$ cat src/rtl/l1_l2_arbiter_if.sv
// Bundle of the L1 I/D request ports and the shared L2 line port.
// The slave modport is the arbiter; the master modport is the L1/L2 side.
interface l1_l2_arbiter_if #(
    parameter int ADDR_W = 16,
    parameter int LINE_W = 128
);
    logic              i_read;
    logic [ADDR_W-1:0] i_address;
    logic [LINE_W-1:0] i_rdata;
    logic              i_resp;

    logic              d_read;
    logic              d_write;
    logic [ADDR_W-1:0] d_address;
    logic [LINE_W-1:0] d_wdata;
    logic [LINE_W-1:0] d_rdata;
    logic              d_resp;

    logic              l2_read;
    logic              l2_write;
    logic [ADDR_W-1:0] l2_address;
    logic [LINE_W-1:0] l2_wdata;
    logic [LINE_W-1:0] l2_rdata;
    logic              l2_resp;

    modport slave (
        input  i_read, i_address, d_read, d_write, d_address, d_wdata, l2_rdata, l2_resp,
        output i_rdata, i_resp, d_rdata, d_resp, l2_read, l2_write, l2_address, l2_wdata
    );

    modport master (
        output i_read, i_address, d_read, d_write, d_address, d_wdata, l2_rdata, l2_resp,
        input  i_rdata, i_resp, d_rdata, d_resp, l2_read, l2_write, l2_address, l2_wdata
    );
endinterface

$ cat src/rtl/l1_l2_arbiter.sv
// Arbitrates L1 I/D line misses and writebacks onto the single L2 line port.
// Define ARB_ROUND_ROBIN_EN for round-robin on contention; default is fixed D-over-I priority.
module l1_l2_arbiter #(
    parameter int ADDR_W   = 16,
    parameter int LINE_W   = 128,
    parameter int OFFSET_W = 4,
    parameter int CNT_W    = 16
) (
    input  logic             clk,
    input  logic             reset,
    l1_l2_arbiter_if.slave   bus,
    output logic [CNT_W-1:0] i_grant_count,
    output logic [CNT_W-1:0] d_grant_count
);
    typedef enum logic [1:0] {IDLE, SERVE_I, SERVE_D, DONE} state_t;

    localparam logic [CNT_W-1:0] CNT_ONE = {{(CNT_W-1){1'b0}}, 1'b1};

    state_t            state_q, state_d;
    logic              l2_read_q, l2_read_d;
    logic              l2_write_q, l2_write_d;
    logic [ADDR_W-1:0] addr_q, addr_d;
    logic [LINE_W-1:0] wdata_q, wdata_d;
    logic [LINE_W-1:0] i_rdata_q, i_rdata_d;
    logic [LINE_W-1:0] d_rdata_q, d_rdata_d;
    logic [CNT_W-1:0]  i_cnt_q, i_cnt_d;
    logic [CNT_W-1:0]  d_cnt_q, d_cnt_d;
    logic              i_resp, d_resp;
    logic              d_req, pick_d;
`ifdef ARB_ROUND_ROBIN_EN
    logic              last_d_q, last_d_d;  // 1: D was granted most recently
`endif

    assign d_req = bus.d_read | bus.d_write;
`ifdef ARB_ROUND_ROBIN_EN
    assign pick_d = d_req & ~(bus.i_read & last_d_q);
`else
    assign pick_d = d_req;
`endif

    always_comb begin
        state_d    = state_q;
        l2_read_d  = l2_read_q;
        l2_write_d = l2_write_q;
        addr_d     = addr_q;
        wdata_d    = wdata_q;
        i_rdata_d  = i_rdata_q;
        d_rdata_d  = d_rdata_q;
        i_cnt_d    = i_cnt_q;
        d_cnt_d    = d_cnt_q;
        i_resp     = 1'b0;
        d_resp     = 1'b0;
`ifdef ARB_ROUND_ROBIN_EN
        last_d_d   = last_d_q;
`endif
        case (state_q)
            IDLE: begin
                if (pick_d) begin
                    state_d    = SERVE_D;
                    l2_write_d = bus.d_write;
                    l2_read_d  = ~bus.d_write;
                    addr_d     = {bus.d_address[ADDR_W-1:OFFSET_W], {OFFSET_W{1'b0}}};
                    if (bus.d_write) wdata_d = bus.d_wdata;
                    if (d_cnt_q != {CNT_W{1'b1}}) d_cnt_d = d_cnt_q + CNT_ONE;
`ifdef ARB_ROUND_ROBIN_EN
                    last_d_d   = 1'b1;
`endif
                end else if (bus.i_read) begin
                    state_d    = SERVE_I;
                    l2_write_d = 1'b0;
                    l2_read_d  = 1'b1;
                    addr_d     = {bus.i_address[ADDR_W-1:OFFSET_W], {OFFSET_W{1'b0}}};
                    if (i_cnt_q != {CNT_W{1'b1}}) i_cnt_d = i_cnt_q + CNT_ONE;
`ifdef ARB_ROUND_ROBIN_EN
                    last_d_d   = 1'b0;
`endif
                end
            end
            SERVE_I: begin
                if (bus.l2_resp) begin
                    i_resp     = 1'b1;
                    i_rdata_d  = bus.l2_rdata;
                    l2_read_d  = 1'b0;
                    l2_write_d = 1'b0;
                    state_d    = DONE;
                end
            end
            SERVE_D: begin
                if (bus.l2_resp) begin
                    d_resp     = 1'b1;
                    d_rdata_d  = bus.l2_rdata;
                    l2_read_d  = 1'b0;
                    l2_write_d = 1'b0;
                    state_d    = DONE;
                end
            end
            DONE:    state_d = IDLE;
            default: state_d = IDLE;
        endcase
    end

    always_ff @(posedge clk or posedge reset) begin
        if (reset) begin
            state_q    <= IDLE;
            l2_read_q  <= 1'b0;
            l2_write_q <= 1'b0;
            addr_q     <= '0;
            wdata_q    <= '0;
            i_rdata_q  <= '0;
            d_rdata_q  <= '0;
            i_cnt_q    <= '0;
            d_cnt_q    <= '0;
`ifdef ARB_ROUND_ROBIN_EN
            last_d_q   <= 1'b0;
`endif
        end else begin
            state_q    <= state_d;
            l2_read_q  <= l2_read_d;
            l2_write_q <= l2_write_d;
            addr_q     <= addr_d;
            wdata_q    <= wdata_d;
            i_rdata_q  <= i_rdata_d;
            d_rdata_q  <= d_rdata_d;
            i_cnt_q    <= i_cnt_d;
            d_cnt_q    <= d_cnt_d;
`ifdef ARB_ROUND_ROBIN_EN
            last_d_q   <= last_d_d;
`endif
        end
    end

    // Response data bypasses the holding register in the l2_resp cycle.
    assign bus.i_resp     = i_resp;
    assign bus.d_resp     = d_resp;
    assign bus.i_rdata    = i_resp ? bus.l2_rdata : i_rdata_q;
    assign bus.d_rdata    = d_resp ? bus.l2_rdata : d_rdata_q;
    assign bus.l2_read    = l2_read_q;
    assign bus.l2_write   = l2_write_q;
    assign bus.l2_address = addr_q;
    assign bus.l2_wdata   = wdata_q;
    assign i_grant_count  = i_cnt_q;
    assign d_grant_count  = d_cnt_q;
endmodule

$ cat src/flat_wrapper.sv
// flat-port wrapper written by rule: the top's interface ports become plain ports
module l1_l2_arbiter_flat 
#(
    parameter int ADDR_W   = 16,
    parameter int LINE_W   = 128,
    parameter int OFFSET_W = 4,
    parameter int CNT_W    = 16
)
  (clk, reset, i_grant_count, d_grant_count, bus_i_read, bus_i_address, bus_d_read, bus_d_write, bus_d_address, bus_d_wdata, bus_l2_rdata, bus_l2_resp, bus_i_rdata, bus_i_resp, bus_d_rdata, bus_d_resp, bus_l2_read, bus_l2_write, bus_l2_address, bus_l2_wdata);
  l1_l2_arbiter_if #(.ADDR_W(ADDR_W), .LINE_W(LINE_W)) bus_i ();
  input  logic clk;
  input  logic reset;
  output logic [CNT_W-1:0] i_grant_count;
  output logic [CNT_W-1:0] d_grant_count;
  input wire logic [$bits(bus_i.i_read)-1:0] bus_i_read;
  input wire logic [$bits(bus_i.i_address)-1:0] bus_i_address;
  input wire logic [$bits(bus_i.d_read)-1:0] bus_d_read;
  input wire logic [$bits(bus_i.d_write)-1:0] bus_d_write;
  input wire logic [$bits(bus_i.d_address)-1:0] bus_d_address;
  input wire logic [$bits(bus_i.d_wdata)-1:0] bus_d_wdata;
  input wire logic [$bits(bus_i.l2_rdata)-1:0] bus_l2_rdata;
  input wire logic [$bits(bus_i.l2_resp)-1:0] bus_l2_resp;
  output wire logic [$bits(bus_i.i_rdata)-1:0] bus_i_rdata;
  output wire logic [$bits(bus_i.i_resp)-1:0] bus_i_resp;
  output wire logic [$bits(bus_i.d_rdata)-1:0] bus_d_rdata;
  output wire logic [$bits(bus_i.d_resp)-1:0] bus_d_resp;
  output wire logic [$bits(bus_i.l2_read)-1:0] bus_l2_read;
  output wire logic [$bits(bus_i.l2_write)-1:0] bus_l2_write;
  output wire logic [$bits(bus_i.l2_address)-1:0] bus_l2_address;
  output wire logic [$bits(bus_i.l2_wdata)-1:0] bus_l2_wdata;
  assign bus_i.i_read = bus_i_read;
  assign bus_i.i_address = bus_i_address;
  assign bus_i.d_read = bus_d_read;
  assign bus_i.d_write = bus_d_write;
  assign bus_i.d_address = bus_d_address;
  assign bus_i.d_wdata = bus_d_wdata;
  assign bus_i.l2_rdata = bus_l2_rdata;
  assign bus_i.l2_resp = bus_l2_resp;
  assign bus_i_rdata = bus_i.i_rdata;
  assign bus_i_resp = bus_i.i_resp;
  assign bus_d_rdata = bus_i.d_rdata;
  assign bus_d_resp = bus_i.d_resp;
  assign bus_l2_read = bus_i.l2_read;
  assign bus_l2_write = bus_i.l2_write;
  assign bus_l2_address = bus_i.l2_address;
  assign bus_l2_wdata = bus_i.l2_wdata;
  l1_l2_arbiter #(.ADDR_W(ADDR_W), .LINE_W(LINE_W), .OFFSET_W(OFFSET_W), .CNT_W(CNT_W)) u_core (.clk(clk), .reset(reset), .bus(bus_i), .i_grant_count(i_grant_count), .d_grant_count(d_grant_count));
endmodule
$ cat config.mk
export PLATFORM = sky130hd
export DESIGN_NAME = l1_l2_arbiter_flat
export DESIGN_NICKNAME = d
export VERILOG_FILES = /design/src/rtl/l1_l2_arbiter_if.sv /design/src/rtl/l1_l2_arbiter.sv /design/src/flat_wrapper.sv
export SDC_FILE = /design/constraint.sdc
export NUM_CORES = 1
export LEC_CHECK = 0
export ABC_AREA = 1
export BUFFER_PORTS_ARGS = -buffer_cell sky130_fd_sc_hd__buf_2
export CAP_MARGIN = 20
export CORE_AREA = 2 2 288 290
export CTS_BUF_LIST = sky130_fd_sc_hd__clkbuf_16
export DETAILED_ROUTE_END_ITERATION = 7
export DIE_AREA = 0 0 290 292
export GPL_TIMING_DRIVEN = 1
export PLACE_DENSITY = 0.52
export REMOVE_ABC_BUFFERS = 1
export SKIP_LAST_GASP = 1
export SLEW_MARGIN = 20
export SYNTH_ARGS = -nofsm -noshare
export SYNTH_HDL_FRONTEND = slang
export SYNTH_SLANG_ARGS = --single-unit
$ cat constraint.sdc
create_clock -name clk -period 14.05 [get_ports clk]
set_clock_uncertainty 0.05 [all_clocks]
set_input_delay 0 -clock clk [delete_from_list [all_inputs] [get_ports clk]]
set_output_delay 0 -clock clk [all_outputs]
set_load 0.1 [all_outputs]
-- Yosys cells after proc, flatten, opt, wreduce, memory -nomap -nowiden
Index checks and enable logic that the tools add are counted.
- output and inout bits: 436
- register bits after elaboration: 436
- input port bits: 294
- word-level logic and storage cells: 51
- add/sub/neg operators: 2
- eq/ne operators: 7
- bitwise gates (word level): 3
- multiplexer cells: 18
- reductions and logical operators: 12
- operators with widths (cell ; number):
    $mux W128 ; 2
    $add A16 B1 Y16 const B ; 2
    $mux W16 ; 2
    $ne A16 B16 Y1 const B ; 2
    $reduce_and A3 Y1 ; 3
    $mux W1 ; 8
    $reduce_and A2 Y1 ; 4
    $mux W2 ; 3
    $pmux W2 S3 ; 1
    $eq A2 B2 Y1 const B ; 2
    $pmux W1 S2 ; 2
    $reduce_and A4 Y1 ; 1
    $reduce_bool A2 Y1 ; 2
    $ne A3 B2 Y1 const B ; 1
    $eq A2 B1 Y1 const B ; 1
    $logic_not A2 Y1 ; 1
    $ne A2 B1 Y1 const B ; 1
    $not A1 Y1 ; 2
    $reduce_or A2 Y1 ; 1
    $or A1 B1 Y1 ; 1

-- Longest topological paths before layout
- depth after elaboration: 4
- mapped depth: 10
- depth with buffers taken out: 9

-- Least setup slack after synthesis
OpenSTA, ideal clock, no wires.
- kind: register to register
- from: reg u_core.state_q[0]
- to: reg u_core.d_rdata_q[0]
- stages on the path, launching flop included: 7
- data arrival time: 3.239 ns
- buffers on the path: 2
- required time: 13.647 ns
- path slack: 10.408 ns
- path through: dfrtp_1 -> inv_1 -> ha_1 -> nand2_1 -> clkbuf_1 -> clkbuf_1 -> o21ai_0
- cells in the longest elaborated chain, start to end: 2
- RTL lines (what ; RTL line ; RTL):
    start, declared ; l1_l2_arbiter.sv:19 ; state_t state_q, state_d;
    start signal, assigned ; l1_l2_arbiter.sv:117 ; state_q <= state_d;
    $eq A2 B2 Y1 ; l1_l2_arbiter.sv:56 ; case (state_q)
    $reduce_and A2 Y1 (no line) ; - ;
    end signal, assigned ; l1_l2_arbiter.sv:123 ; d_rdata_q <= d_rdata_d;
    end, declared ; l1_l2_arbiter.sv:25 ; logic [LINE_W-1:0] d_rdata_q, d_rdata_d;
Every way passes these cells.
A chain may end at the register's enable or synchronous reset.

-- Final worst setup path
- from: reg u_core.state_q[1]
- to: out bus_i_rdata[64]
- cells in the longest elaborated chain, start to end: 3
- RTL lines (what ; RTL line ; RTL):
    $eq A2 B1 Y1 ; l1_l2_arbiter.sv:56 ;
    $mux W1 ; l1_l2_arbiter.sv:56 ;
    $mux W128 ; l1_l2_arbiter.sv:135 ; assign bus.i_rdata = i_resp ? bus.l2_rdata : i_rdata_q;
    end, declared ; flat_wrapper.sv:23 ; output wire logic [$bits(bus_i.i_rdata)-1:0] bus_i_rdata;
Every way passes these cells.

==> flow_summary.ini <==
[sta]
hold_viol = 0
period_share = 0.324
slew_viol_final = 0
fin_crit_ns = 4.55
tightest_slew_ns = 1.00
grt_setup_unrepaired = false
setup_tns_ns = 0
max_freq_ghz = 0.220
setup_viol = 0
hold_slack_ns = 0.104
max_slew_margin = 0.332

[yosys]
ys_ff_latch = 432
yosys_warnings = 0
syn_inst = 1610
seq_area_frac_synth = 0.639
postSynthAreaPerCell_um2 = 10.5
netlist_area_um2 = 16900
ys_types = 28

[drt]
drc = 0
first_iter_violations = 516
avgViaCountPerCell = 3.90
drt_pass1_iterations = 5
wire_per_inst_um = 14.2
vias = 14500
ant_nets = 0
wl_mm = 52.7

[worst_setup_path]
crit_path_max_fanout = 82
crit_buf_inv = 5
worst-setup-path-type = reg -> out
cp-end-kind = output port
r2r_slack_ns = 10.39
arrival_ns = 4.50
cp_slowest_cell = buf_4
critPathLaunchType = flip-flop
crit_required_ns = 14.00
crit_top_cell = buf_4
crit_family = buffers and inverters
path_cells = inv_1 > ha_1 > nand2_4 > buf_4 > buf_4 > buf_4 > nand2_1 > o21ai_0 > buf_2
max_stage_delay_ns = 0.71

[placement]
dpl.hpwl_mm = 36.0
routabilityCongestion = 0.779
port_buffers = 717
placed_area_um2 = 21600

[run]
maxCapViolations = 0

[cells_and_area]
area_delta_synth_final_pct = 54.2
fin_area_um2 = 26100
multi_input_area_um2 = 5180
drive_above_1_share = 0.361
seqCellArea_um2 = 10800
final_nets = 2904
fillers = 8429

[grt]
track_usage = 0.122
antenna_found_initial = 2
grt_pass1_wl_mm = 84.3
grt_max_degree = 107
grt_pass1_vias = 15300
overflow = 0

[clocking]
clock-sinks = 432
cts_tree = done
ctsResizeCount = 0
root_buffer = clkbuf_16
clkLatencyLatePin_ns = 0.57
h-tree-depth = 2
cts_max_path_buffers = 3
clkTransAtPathRegs_ns = 0.06
numCtsBuffers = 49

[floorplan]
die-area_um2 = 84700
start_util = 0.208
die_w_um = 290
coreArea_um2 = 81600
die-height_um = 292
num_rows = 105
io_pins = 730

[outcome]
status = finished, final reports clean

[hold_path]
worstHoldPathType = in -> reg
==> area by class of cell <==
type,count,share of cell area
multi-input cells,942,0.199
clock buffers,51,0.0489
flip-flops and latches,432,0.414
repair buffers,1024,0.254
clock inverters,37,0.0107
well taps,1070,0.0513
inverters,154,0.0224
diodes,2,0.000192
==> cells in the mapped netlist (all sizes together) <==
cell,instances,share of area
nand2,417,0.094
buf,43,0.014
nor3,3,0.00089
conb,1,0.00022
mux2,128,0.085
nor2,49,0.014
xnor2,3,0.0016
and3,1,0.00037
clkbuf,42,0.0093
nand3,28,0.0083
a31oi,12,0.0044
xor2,6,0.0031
nand3b,15,0.0067
a21oi,1,0.00052
o21ai,263,0.078
nand4,4,0.0015
nor2b,1,0.00037
ha,7,0.0052
dfrtp,432,0.64
inv,154,0.034
==> stage by stage <==
stage	instances	util	worst slack [ns]
3_3_place_gp	3329	0.265	10.02
6_report	3712	0.320	9.50
3_5_place_dp	3329	0.265	10.05
4_1_cts	3710	0.320	9.38
5_1_grt	3712	0.320	9.05
2_1_floorplan	1528	-	1.97
==> cell usage in the layout (no fill, tap or decap) <==
master,n
a21oi_4,1
a31oi_1,12
and3_1,1
buf_2,717
buf_4,14
bufinv_16,4
clkbuf_16,51
clkinv_1,9
clkinv_2,10
clkinv_4,1
clkinvlp_4,2
conb_1,4
dfrtp_1,432
diode_2,2
dlygate4sd3_1,293
ha_1,7
inv_1,161
inv_2,1
inv_6,2
inv_8,1
mux2_2,128
nand2_1,406
nand2_2,8
nand2_4,3
nand3_1,28
nand3b_1,15
nand4_1,4
nor2_1,38
nor2_2,5
nor2_4,6
nor2b_1,1
nor3_1,3
o21ai_0,260
o21ai_1,3
xnor2_1,3
xor2_1,6
==> cells by family after synthesis <==
group,synth area share
and+or+nand+nor,0.126
DFF,0.639
AOI/OAI and AO/OA,0.0827
buffers and inverters,0.0576
muxes,0.0851
xor gates and xnor gates,0.00466
adders and majority gates,0.00517
other,0.000222
==> registers in the layout (all words and copies together) (netlist names) <==
| register | cells |
|---|---|
| u_core.bus.l2_address | 12 |
| u_core.bus.l2_read | 1 |
| u_core.bus.l2_wdata | 128 |
| u_core.bus.l2_write | 1 |
| u_core.d_grant_count | 16 |
| u_core.d_rdata_q | 128 |
| u_core.i_grant_count | 16 |
| u_core.i_rdata_q | 128 |
| u_core.state_q | 2 |
==> what timing repair did <==
action | 4_1_cts | 5_1_grt
hold buffers | 293 | 0
endpoints found under the hold margin | 491 | 0
setup buffers | 0 | 0
==> final timing paths <==
path / startpoint / to / cells after the start
worst max-delay path: u_core.state_q[1] / bus_i_rdata[64] / 9
worst min-delay path: bus_d_read / u_core.state_q[1] / 6
worst max register to register: u_core.state_q[1] / u_core.i_rdata_q[64] / 7
worst min register to register: u_core.i_rdata_q[49] / u_core.i_rdata_q[49] / 2
max in group asynchronous: reset / u_core.i_rdata_q[23] / 7
min in group asynchronous: reset / u_core.bus.l2_wdata[34] / 4
==> tightest hold or removal path, cell delays in order <==
cell and delay [ns]:
buf_2 0.10, nor2_2 0.04, buf_4 0.21, o21ai_0 0.20, nand2_1 0.05, o21ai_1 0.06
==> layer usage <==
layer | track usage | vias to the layer above | share of wire
li1 | - | 7155 | -
met1 | 0.140 | 6713 | 0.40
met2 | 0.214 | 514 | 0.49
met3 | 0.0338 | 109 | 0.069
met4 | 0.0487 | 0 | 0.037
met5 | 0 | - | 0
Power is left out: the tool's default activity adds up to more than one toggle a clock period on the data nets, which glitch-free logic cannot reach.
